## config.mk

```make
export PLATFORM = sky130hd
export DESIGN_NAME = mcu_spi_flat
export DESIGN_NICKNAME = d
export VERILOG_FILES = /design/src/rtl/mcu_pkg.sv /design/src/rtl/mcu_spi_if.sv /design/src/rtl/mcu_spi_sync_edge.sv /design/src/rtl/mcu_spi.sv /design/src/flat_wrapper.sv
export SDC_FILE = /design/constraint.sdc
export NUM_CORES = 1
export LEC_CHECK = 0
export CAP_MARGIN = 20
export CORE_MARGIN = 4
export CORE_UTILIZATION = 42
export DETAILED_ROUTE_END_ITERATION = 8
export PLACE_DENSITY = 0.75
export REMOVE_ABC_BUFFERS = 1
export SLEW_MARGIN = 0
export SYNTH_ARGS = -nofsm -noshare
export SYNTH_HDL_FRONTEND = slang
export SYNTH_SLANG_ARGS = --single-unit
```

## constraint.sdc

```tcl
create_clock -name clk -period 4.5 [get_ports clk]
set_input_delay 0.675 -clock clk [delete_from_list [all_inputs] [get_ports clk]]
set_output_delay 0.675 -clock clk [all_outputs]
set_load 0.02 [all_outputs]
```

## src/rtl/mcu_pkg.sv

```systemverilog
// Shared definitions for the MCU SPI front-end and the blocks it serves.
package mcu_pkg;

   localparam int NUM_TARGETS_DEF = 4;

   // Target ids carried in the first byte of every chip-select frame
   localparam int TGT_SYS = 0;
   localparam int TGT_HID = 1;
   localparam int TGT_OSD = 2;
   localparam int TGT_SDC = 3;

   typedef enum logic [1:0] {
      IDLE    = 2'd0,
      ADDR    = 2'd1,
      DATA    = 2'd2,
      DISCARD = 2'd3
   } state_t;

endpackage

```

## src/rtl/mcu_spi_if.sv

```systemverilog
// MCU SPI pins plus the shared byte bus towards the MCU-facing targets.
interface mcu_spi_if
   import mcu_pkg::*;
#(
   parameter int NUM_TARGETS = NUM_TARGETS_DEF
);

   logic                     spi_clk;
   logic                     spi_ss_n;
   logic                     spi_mosi;
   logic                     spi_miso;
   logic [NUM_TARGETS-1:0]   target;
   logic                     data_in_strobe;
   logic                     data_in_start;
   logic [7:0]               data_in;
   logic [8*NUM_TARGETS-1:0] data_out;

   modport slave (
      input  spi_clk, spi_ss_n, spi_mosi, data_out,
      output spi_miso, target, data_in_strobe, data_in_start, data_in
   );

   modport master (
      output spi_clk, spi_ss_n, spi_mosi, data_out,
      input  spi_miso, target, data_in_strobe, data_in_start, data_in
   );

endinterface

```

## src/rtl/mcu_spi_sync_edge.sv

```systemverilog
// Multi-flop synchronizer for an asynchronous level, with rise/fall pulses
// derived from the last synchronized sample and the one before it.
// Flops reset to 0 so a chip select already low at reset release produces
// no falling edge.
module mcu_spi_sync_edge #(
   parameter int SYNC_STAGES = 2
) (
   input  logic clk,
   input  logic reset_n,
   input  logic din,
   output logic rise,
   output logic fall
);

   logic [SYNC_STAGES-1:0] sync_q;
   logic                   prev_q;
   logic                   level;

   // synchronizer chain plus one history flop for edge detection
   always_ff @(posedge clk or negedge reset_n) begin
      if (!reset_n) begin
         sync_q <= '0;
         prev_q <= 1'b0;
      end else begin
         sync_q <= {sync_q[SYNC_STAGES-2:0], din};
         prev_q <= sync_q[SYNC_STAGES-1];
      end
   end

   assign level = sync_q[SYNC_STAGES-1];
   assign rise  = level & ~prev_q;
   assign fall  = ~level & prev_q;

endmodule

```

## src/rtl/mcu_spi.sv

```systemverilog
// SPI mode-0 slave front-end: oversamples the MCU bus in the clk domain,
// routes the first byte of a frame to target selection and forwards the
// remaining bytes as strobes, shifting the selected target's reply back.
//
// state   | meaning
// --------+-------------------------------------------------------------
// IDLE    | chip select high (or not yet seen falling since reset)
// ADDR    | receiving the target id byte
// DATA    | target selected, payload bytes strobed, replies on MISO
// DISCARD | id out of range, bytes counted and dropped, MISO held 0
module mcu_spi
   import mcu_pkg::*;
#(
   parameter int SYNC_STAGES = 2,
   parameter int NUM_TARGETS = NUM_TARGETS_DEF
) (
   input  logic     clk,
   input  logic     reset_n,
   mcu_spi_if.slave bus
);

   state_t                 state_q, state_d;
   logic                   sclk_rise, sclk_fall, ss_rise, ss_fall;
   logic [SYNC_STAGES-1:0] mosi_q;
   logic                   mosi_s;
   logic [2:0]             bit_cnt_q;
   logic [6:0]             rx_q;
   logic [7:0]             rx_byte;
   logic [7:0]             tx_q;
   logic                   start_pending_q;
   logic [NUM_TARGETS-1:0] target_q, onehot;
   logic                   strobe_q, start_q, tx_load_q;
   logic [7:0]             data_in_q, reply;
   logic                   id_ok, byte_done, set_target, issue_strobe;

   mcu_spi_sync_edge #(.SYNC_STAGES(SYNC_STAGES)) u_sync_sclk (
      .clk     (clk),
      .reset_n (reset_n),
      .din     (bus.spi_clk),
      .rise    (sclk_rise),
      .fall    (sclk_fall)
   );

   mcu_spi_sync_edge #(.SYNC_STAGES(SYNC_STAGES)) u_sync_ss (
      .clk     (clk),
      .reset_n (reset_n),
      .din     (bus.spi_ss_n),
      .rise    (ss_rise),
      .fall    (ss_fall)
   );

   // mosi takes the same depth as sclk so the sampled bit lines up with its edge
   always_ff @(posedge clk or negedge reset_n) begin
      if (!reset_n) mosi_q <= '0;
      else          mosi_q <= {mosi_q[SYNC_STAGES-2:0], bus.spi_mosi};
   end

   assign mosi_s  = mosi_q[SYNC_STAGES-1];
   assign rx_byte = {rx_q, mosi_s};
   assign id_ok   = ({24'd0, rx_byte} < 32'(NUM_TARGETS));

   // id decode and reply mux from the currently selected target
   always_comb begin
      onehot = '0;
      reply  = '0;
      for (int k = 0; k < NUM_TARGETS; k++) begin
         onehot[k] = (rx_byte == 8'(k));
         if (target_q[k]) reply = reply | bus.data_out[8*k +: 8];
      end
   end

   // state register
   always_ff @(posedge clk or negedge reset_n) begin
      if (!reset_n) state_q <= IDLE;
      else          state_q <= state_d;
   end

   // next state and per-cycle control; chip select rising wins over all
   always_comb begin
      state_d      = state_q;
      byte_done    = (state_q != IDLE) && sclk_rise && (bit_cnt_q == 3'd7);
      set_target   = 1'b0;
      issue_strobe = 1'b0;
      unique case (state_q)
         IDLE: begin
            if (ss_fall) state_d = ADDR;
         end
         ADDR: begin
            if (byte_done) begin
               if (id_ok) begin
                  state_d    = DATA;
                  set_target = !ss_rise;
               end else begin
                  state_d = DISCARD;
               end
            end
         end
         DATA: begin
            // a byte completing together with ss rising is still delivered
            issue_strobe = byte_done;
         end
         DISCARD: begin
            state_d = DISCARD;
         end
         default: state_d = IDLE;
      endcase
      if (ss_rise && (state_q != IDLE)) state_d = IDLE;
   end

   // receive/transmit shifters, target select and byte strobe
   always_ff @(posedge clk or negedge reset_n) begin
      if (!reset_n) begin
         bit_cnt_q       <= '0;
         rx_q            <= '0;
         tx_q            <= '0;
         start_pending_q <= 1'b0;
         target_q        <= '0;
         strobe_q        <= 1'b0;
         start_q         <= 1'b0;
         data_in_q       <= '0;
         tx_load_q       <= 1'b0;
      end else begin
         strobe_q  <= issue_strobe;
         start_q   <= issue_strobe && start_pending_q;
         // targets register their reply off the strobe, so load one clk later
         tx_load_q <= strobe_q;
         if (issue_strobe) begin
            data_in_q       <= rx_byte;
            start_pending_q <= 1'b0;
         end
         if (set_target) begin
            target_q        <= onehot;
            start_pending_q <= 1'b1;
         end
         if (state_q == IDLE) begin
            bit_cnt_q       <= '0;
            rx_q            <= '0;
            tx_q            <= '0;
            start_pending_q <= 1'b0;
            target_q        <= '0;
         end else begin
            if (sclk_rise) begin
               rx_q      <= rx_byte[6:0];
               bit_cnt_q <= bit_cnt_q + 3'd1;
            end
            if (ss_rise) target_q <= '0;
            if (tx_load_q && (state_q == DATA)) begin
               tx_q <= reply;
            end else if (sclk_fall && (bit_cnt_q != 3'd0)) begin
               tx_q <= {tx_q[6:0], 1'b0};
            end
         end
      end
   end

   assign bus.spi_miso       = tx_q[7];
   assign bus.target         = target_q;
   assign bus.data_in_strobe = strobe_q;
   assign bus.data_in_start  = start_q;
   assign bus.data_in        = data_in_q;

endmodule

```

## src/flat_wrapper.sv

```systemverilog
// flat-port wrapper written by rule: the top's interface ports become plain ports
module mcu_spi_flat import mcu_pkg::*;
#(
   parameter int SYNC_STAGES = 2,
   parameter int NUM_TARGETS = NUM_TARGETS_DEF
)
  (clk, reset_n, bus_spi_clk, bus_spi_ss_n, bus_spi_mosi, bus_data_out, bus_spi_miso, bus_target, bus_data_in_strobe, bus_data_in_start, bus_data_in);
  mcu_spi_if #(.NUM_TARGETS(NUM_TARGETS)) bus_i ();
  input  logic clk;
  input  logic reset_n;
  input wire logic [$bits(bus_i.spi_clk)-1:0] bus_spi_clk;
  input wire logic [$bits(bus_i.spi_ss_n)-1:0] bus_spi_ss_n;
  input wire logic [$bits(bus_i.spi_mosi)-1:0] bus_spi_mosi;
  input wire logic [$bits(bus_i.data_out)-1:0] bus_data_out;
  output wire logic [$bits(bus_i.spi_miso)-1:0] bus_spi_miso;
  output wire logic [$bits(bus_i.target)-1:0] bus_target;
  output wire logic [$bits(bus_i.data_in_strobe)-1:0] bus_data_in_strobe;
  output wire logic [$bits(bus_i.data_in_start)-1:0] bus_data_in_start;
  output wire logic [$bits(bus_i.data_in)-1:0] bus_data_in;
  assign bus_i.spi_clk = bus_spi_clk;
  assign bus_i.spi_ss_n = bus_spi_ss_n;
  assign bus_i.spi_mosi = bus_spi_mosi;
  assign bus_i.data_out = bus_data_out;
  assign bus_spi_miso = bus_i.spi_miso;
  assign bus_target = bus_i.target;
  assign bus_data_in_strobe = bus_i.data_in_strobe;
  assign bus_data_in_start = bus_i.data_in_start;
  assign bus_data_in = bus_i.data_in;
  mcu_spi #(.SYNC_STAGES(SYNC_STAGES), .NUM_TARGETS(NUM_TARGETS)) u_core (.clk(clk), .reset_n(reset_n), .bus(bus_i));
endmodule
```

# Word-level counts from Yosys, hierarchy flattened
# Index checks and enable logic that the tools add are counted.
[word_totals]
latchBits = 0
mem_count = 0
rom_bits = 0
regBits = 44
ram_bits = 0
[op_classes]
muxes = 26
shifts = 0
n_addsub = 1
n_mul = 0
reduce_logical = 17
div = 0
order_cmp = 1
eq_ne = 9
n_bitwise = 11
[op_table]
columns = ["cell", "n"]
rows = [
  ["8-bit 2-to-1 mux", 7],
  ["8-bit bitwise OR", 3],
  ["8-bit by 2-bit equality test with 1-bit output (second input constant)", 2],
  ["7-bit 2-to-1 mux", 2],
  ["4-bit 2-to-1 mux", 3],
  ["3-bit nonzero test", 4],
  ["8-bit by 1-bit equality test with 1-bit output (second input constant)", 1],
  ["8-bit logical NOT", 1],
  ["8-bit by 3-bit < comparator with 1-bit output (second input constant)", 1],
  ["1-bit 2-to-1 mux", 8],
  ["1-bit logical AND", 6],
  ["2-bit 2-to-1 mux", 3],
  ["3-bit 2-to-1 mux", 2],
  ["3-bit by 1-bit != test with 1-bit output (second input constant)", 2],
  ["2-bit one-hot mux with 3 select lines", 1],
  ["1-bit AND", 4],
  ["2-bit equality test (second input constant)", 2],
  ["1-bit NOT", 4],
  ["2-bit nonzero test", 2],
  ["4-bit nonzero test", 1],
  ["3-bit by 1-bit adder with 3-bit output (second input constant)", 1],
  ["3-bit equality test (second input constant)", 1],
  ["3-bit AND reduction", 1],
  ["2-bit by 1-bit equality test with 1-bit output (second input constant)", 1],
  ["2 further kinds", 2],
]

# Logic depth before layout (Yosys ltp)
[depth]
depth_word = 9
mapped_depth = 7

# By module
# A second synthesis with hierarchy kept.
[hier_totals]
hier_cells = 154
hier_area_um2 = 1881.8
[by_module_without_submodules]
columns = ["module", "n_inst", "area_per_inst_um2", "seq_area_each_um2", "cells_each"]
rows = [
  ["mcu_spi", 1, 1701.6, 950.9, 144],
  ["mcu_spi_sync_edge", 2, 90.1, 75.1, 5],
]

# Worst setup path before layout
# OpenSTA, ideal clock, no wires.
[synth_path]
kind = "flip-flop to flip-flop"
start = "register u_core.rx_q[4]"
end = "register u_core.target_q[0], in the netlist u_core.bus.target[0]"
path_slack_ns = 2.909
arrival_ns = 1.467
required_ns = 4.376
path_buffers = 0
stages_incl_launch_ff = 5
cell_sequence = "dfrtp_1 -> or4_4 -> nor3_4 -> nand4_4 -> mux2i_1"
[synth_between]
elab_chain_cells = 5
elab_cells_between_ends = 9
classes_between = "1 x order compare; 6 x mux; 2 x reduce/logical"
[synth_lines]
columns = ["element", "line", "rtl"]
rows = [
  ["start: declaration", "mcu_spi.sv:27", "logic [6:0] rx_q;"],
  ["start signal: assignment", "mcu_spi.sv:143", "rx_q <= rx_byte[6:0];"],
  ["8-bit by 3-bit < comparator with 1-bit output", "mcu_spi.sv:60", "assign id_ok = ({24'd0, rx_byte} < 32'(NUM_TARGETS));"],
  ["1-bit 2-to-1 mux", "mcu_spi.sv:90", "if (id_ok) begin"],
  ["1-bit 2-to-1 mux", "mcu_spi.sv:89", "if (byte_done) begin"],
  ["1-bit 2-to-1 mux", "mcu_spi.sv:84", "unique case (state_q)"],
  ["3-bit nonzero test (no source line)", "--", ""],
  ["end signal: assignment", "mcu_spi.sv:132", "target_q <= onehot;"],
  ["end: declaration", "mcu_spi.sv:31", "logic [NUM_TARGETS-1:0] target_q, onehot;"],
]
# Several ways; a longest one is shown, not always the timed one. The select of a mux whose other input is x is not followed.
# A chain may end at the register's enable or synchronous reset.

# Worst setup path in the final report
[layout_path]
start = "register u_core.target_q[1], in the netlist u_core.bus.target[1]"
end = "output bus_target[1]"
[layout_rtl]
columns = ["element", "line", "rtl"]
rows = [
  ["end: declaration", "flat_wrapper.sv:16", "output wire logic [$bits(bus_i.target)-1:0] bus_target;"],
]
# No word-level cell between the ends.

==> key figures <==
Setup path
  • Worst R2R End: u_core.bus.data_in[4]
  • CP bufs+invs: 1
  • Delay-heaviest family, CP: buffers and inverters
  • CP Data Required Time: 3830 ps
  • R2r setup slk: approximately 2400 ps
  • CP startpoint kind: flop
  • Crit path max fanout: 10
  • Critical path arrival: ~1500 ps
  • Critical path's slowest cell: clkdlybuf4s50_1
  • CP peak stage delay: 670 ps
  • R2R depth: 3
  • Critical path class: flop to output pin
  • R2R Path Start: u_core.u_sync_sclk.sync_q[1]
  • Critical-path cell list: clkdlybuf4s50_1
  • Worst Setup End Kind: output pin

Yosys
  • Top cells by area, synth: dfrtp_1, a22oi_1, a21oi_1, mux2_2, nand2_1
  • YS warnings: 0
  • Cell Area, Synth: approximately 1900 um^2
  • FF+latch count, synth: 44
  • Netlist cell types: 30
  • Post-Synthesis Cells: between 150 and 200
  • Cell taking the most area after synthesis: dfrtp_1
  • Avg Cell Area, Syn: 11.5 um^2
  • Sequential-to-total area share from yosys stat: 0.579
  • Share of the synthesized area in the top cell type: 0.579

CTS
  • Num CTS Buffers: 5
  • CTS root buf: clkbuf_8
  • Post-CTS Setup Repair Bufs: 0
  • CTS resizes: 0
  • Clock latency at the later pin of the worst-skew pair: between 200 and 300 ps
  • Clock Path Buffers: 2
  • Hold_buf cts: 0
  • Number of H-tree levels: 2
  • Reg clk slew, reported paths: 80 ps
  • CTS tree: done
  • Num Clock Sinks: 44

Floorplanning
  • Row count: 24
  • Die height: 75.3 um
  • Horiz. Die Dim: 75.3 um
  • Core Region: between 4000 and 5000 um^2
  • # IOs: between 50 and 60
  • Initial Util: 0.434
  • DIE AREA: 5670 um^2

STA
  • # setup viols final: 0
  • RSZ-0062 raised after global routing: no
  • Sum Neg Setup Slack: 0 ps
  • Relative slew slack: 0.373
  • Fmax: approximately 0.46 GHz
  • Worst setup margin: 2310 ps
  • Final Hold Vio Count: 0
  • Period Utilization, post-route: 0.486
  • Minimum clock period: about 2200 ps
  • Clk_skew: 7.96 ps
  • Max Slew Vio Count: 0
  • Least-Margin Pin Slew: 940 ps

Route
  • Met2 wire length: 1810 um
  • DR top layer: met4
  • Routed length on met1: 1770 um
  • First-pass iteration count of the detailed router: 4
  • Vias: about 1500
  • Iteration-0 DRC Markers: 76
  • Drt drc: 0
  • DRT Wirelength: slightly above 4000 um
  • Routed Antenna Nets: 0
  • DR WL met3: 442 um
  • WL/cell: 15.1 um
  • Vias per inst: approximately 5.5

Power
  • VDD IR-drop max: 203 uV
  • P per Cell Area: slightly above 300 nW/um^2
  • P_leak: 0.00108 uW

Place
  • Dpl ws: 2400 ps
  • Count of input and output buffers: 51
  • RD Place Congestion: 0.716
  • DP HPWL: 2920 um
  • DP Cell Count: 260

Layout
  • Share of cells above drive strength 1: 0.0880
  • Fillers: 377
  • Final nets: about 260
  • Non-filler cells, final: 268
  • Synthesis-to-layout area growth: 33.8%
  • Inserted Diodes: 0

Global routing
  • Initial antenna violation count: 0
  • Largest net degree at the start of global routing: 45
  • GRT Overall Usage: 0.155
  • Global-route wire length before repair: 6660 um
  • Vias in the first global route: around 1400
  • Congestion Overflow GR: 0

Status
  • Status: completed

Min path
  • Hold crit path type: flop to flop
  • Hold worst-path end: u_core.u_sync_sclk.sync_q[1]
  • Hold depth: 0
  • Hold Startpoint: u_core.u_sync_sclk.sync_q[0]

Run
  • Max Cap Viol: 0
==> layout make-up <==
cell class	count	area, um^2	share of cell area
Clock inverter	2	35.0	0.0138
Multi-Input combinational cell	110	756	0.297
Sequential cell	44	1100	0.432
Clock buffer	6	72.6	0.0285
Inverter	3	11.3	0.00442
Tap cell	52	65.1	0.0256
Timing Repair Buffer	51	505	0.199
==> flip-flops by register name (all words and copies together), names as in the netlist <==
signal,flops
u_core.bus.data_in,8
u_core.bus.data_in_start,1
u_core.bit_cnt_q,3
u_core.bus.data_in_strobe,1
u_core.start_pending_q,1
u_core.u_sync_ss.sync_q,2
u_core.state_q,2
u_core.tx_q,8
u_core.mosi_q,2
u_core.u_sync_sclk.sync_q,2
u_core.rx_q,7
u_core.u_sync_ss.prev_q,1
u_core.tx_load_q,1
u_core.bus.target,4
u_core.u_sync_sclk.prev_q,1
==> worst max-delay path by stage <==
stage,start,endpoint,slack [ps],cells past startpoint
after CTS,u_core.bus.target[1],bus_target[1],2270,1
final,u_core.bus.target[1],bus_target[1],2310,1
after global routing,u_core.bus.target[1],bus_target[1],2210,1
after floorplan,u_core.u_sync_sclk.sync_q[1],u_core.bus.data_in[0],2740,3
after detailed placement,u_core.u_sync_sclk.sync_q[1],u_core.bus.data_in[3],2400,3
after global placement,u_core.u_sync_sclk.sync_q[1],u_core.bus.data_in[1],2460,3
==> layout by cell type, fill, tap and decap left out <==
cell | netlist | routed
clkdlybuf4s50_1 | 0 | 50
dfrtp_1 | 44 | 44
nand2_1 | 23 | 23
a21oi_1 | 18 | 18
a22oi_1 | 14 | 14
mux2_2 | 8 | 8
a221o_1 | 7 | 7
nor2_1 | 6 | 6
nor2b_1 | 5 | 5
clkbuf_8 | 0 | 5
mux2i_1 | 4 | 4
inv_1 | 3 | 3
nor3b_1 | 3 | 3
ha_1 | 3 | 3
o21ai_0 | 2 | 2
nand2b_1 | 2 | 2
nand4b_1 | 2 | 2
a31oi_1 | 2 | 2
and3_1 | 1 | 1
and2_1 | 1 | 1
or4_4 | 1 | 1
nor3_4 | 1 | 1
nand4_4 | 1 | 1
nand3_1 | 1 | 1
nand4_1 | 1 | 1
a22o_1 | 1 | 1
a221oi_1 | 1 | 1
o2bb2ai_1 | 1 | 1
xnor2_1 | 1 | 1
clkinv_2 | 0 | 1
bufinv_16 | 0 | 1
clkbuf_1 | 5 | 1
buf_2 | 1 | 1
==> where the power goes <==
part	internal, uW	leakage [uW]	total (uW)	switching, uW
sequential	403	0.000592	411	7.85
clock	165	0.0000552	289	125
combinational	37.4	0.000429	70.0	32.5
total	605	0.00108	770	165
==> stage by stage <==
step,util,hold slack (ps),total power [uW],area (um^2)
final,0.581,352,770,2550
after floorplan,-,331,442,1870
after CTS,0.581,355,781,2550
after global routing,0.581,358,810,2550
after detailed placement,0.556,338,490,2440
after global placement,0.556,332,488,2440
==> kinds of logic after synthesis <==
kind of cell / after synthesis / synth area share
xor+xnor: 1 / 0.00460
compound gates: 46 / 0.165
mux: 12 / 0.0684
simple gates: 48 / 0.139
buf+inv: 12 / 0.0243
fa+ha+maj: 3 / 0.0197
flops: 44 / 0.579
==> routing by layer <==
metal / up-vias / GRT usage
li1: 702 / -
met1: 706 / 0.202
met2: 51 / 0.244
met3: 6 / 0.0580
met4: 0 / 0.0408
met5: - / 0
==> synth_stat cells (all sizes together) <==
master / n
nand4b: 2
nand2: 23
xnor2: 1
nor3: 1
buf: 4
and3: 1
nand4: 2
mux2i: 4
inv: 3
a22oi: 14
nor2: 6
nor3b: 3
a21oi: 18
or4: 1
a221oi: 1
a31oi: 2
o21ai: 2
a221o: 7
dfrtp: 44
a22o: 1
o2bb2ai: 1
ha: 3
nand2b: 2
clkbuf: 5
nand3: 1
mux2: 8
and2: 1
nor2b: 5
Power figures use the tool's default switching activity.
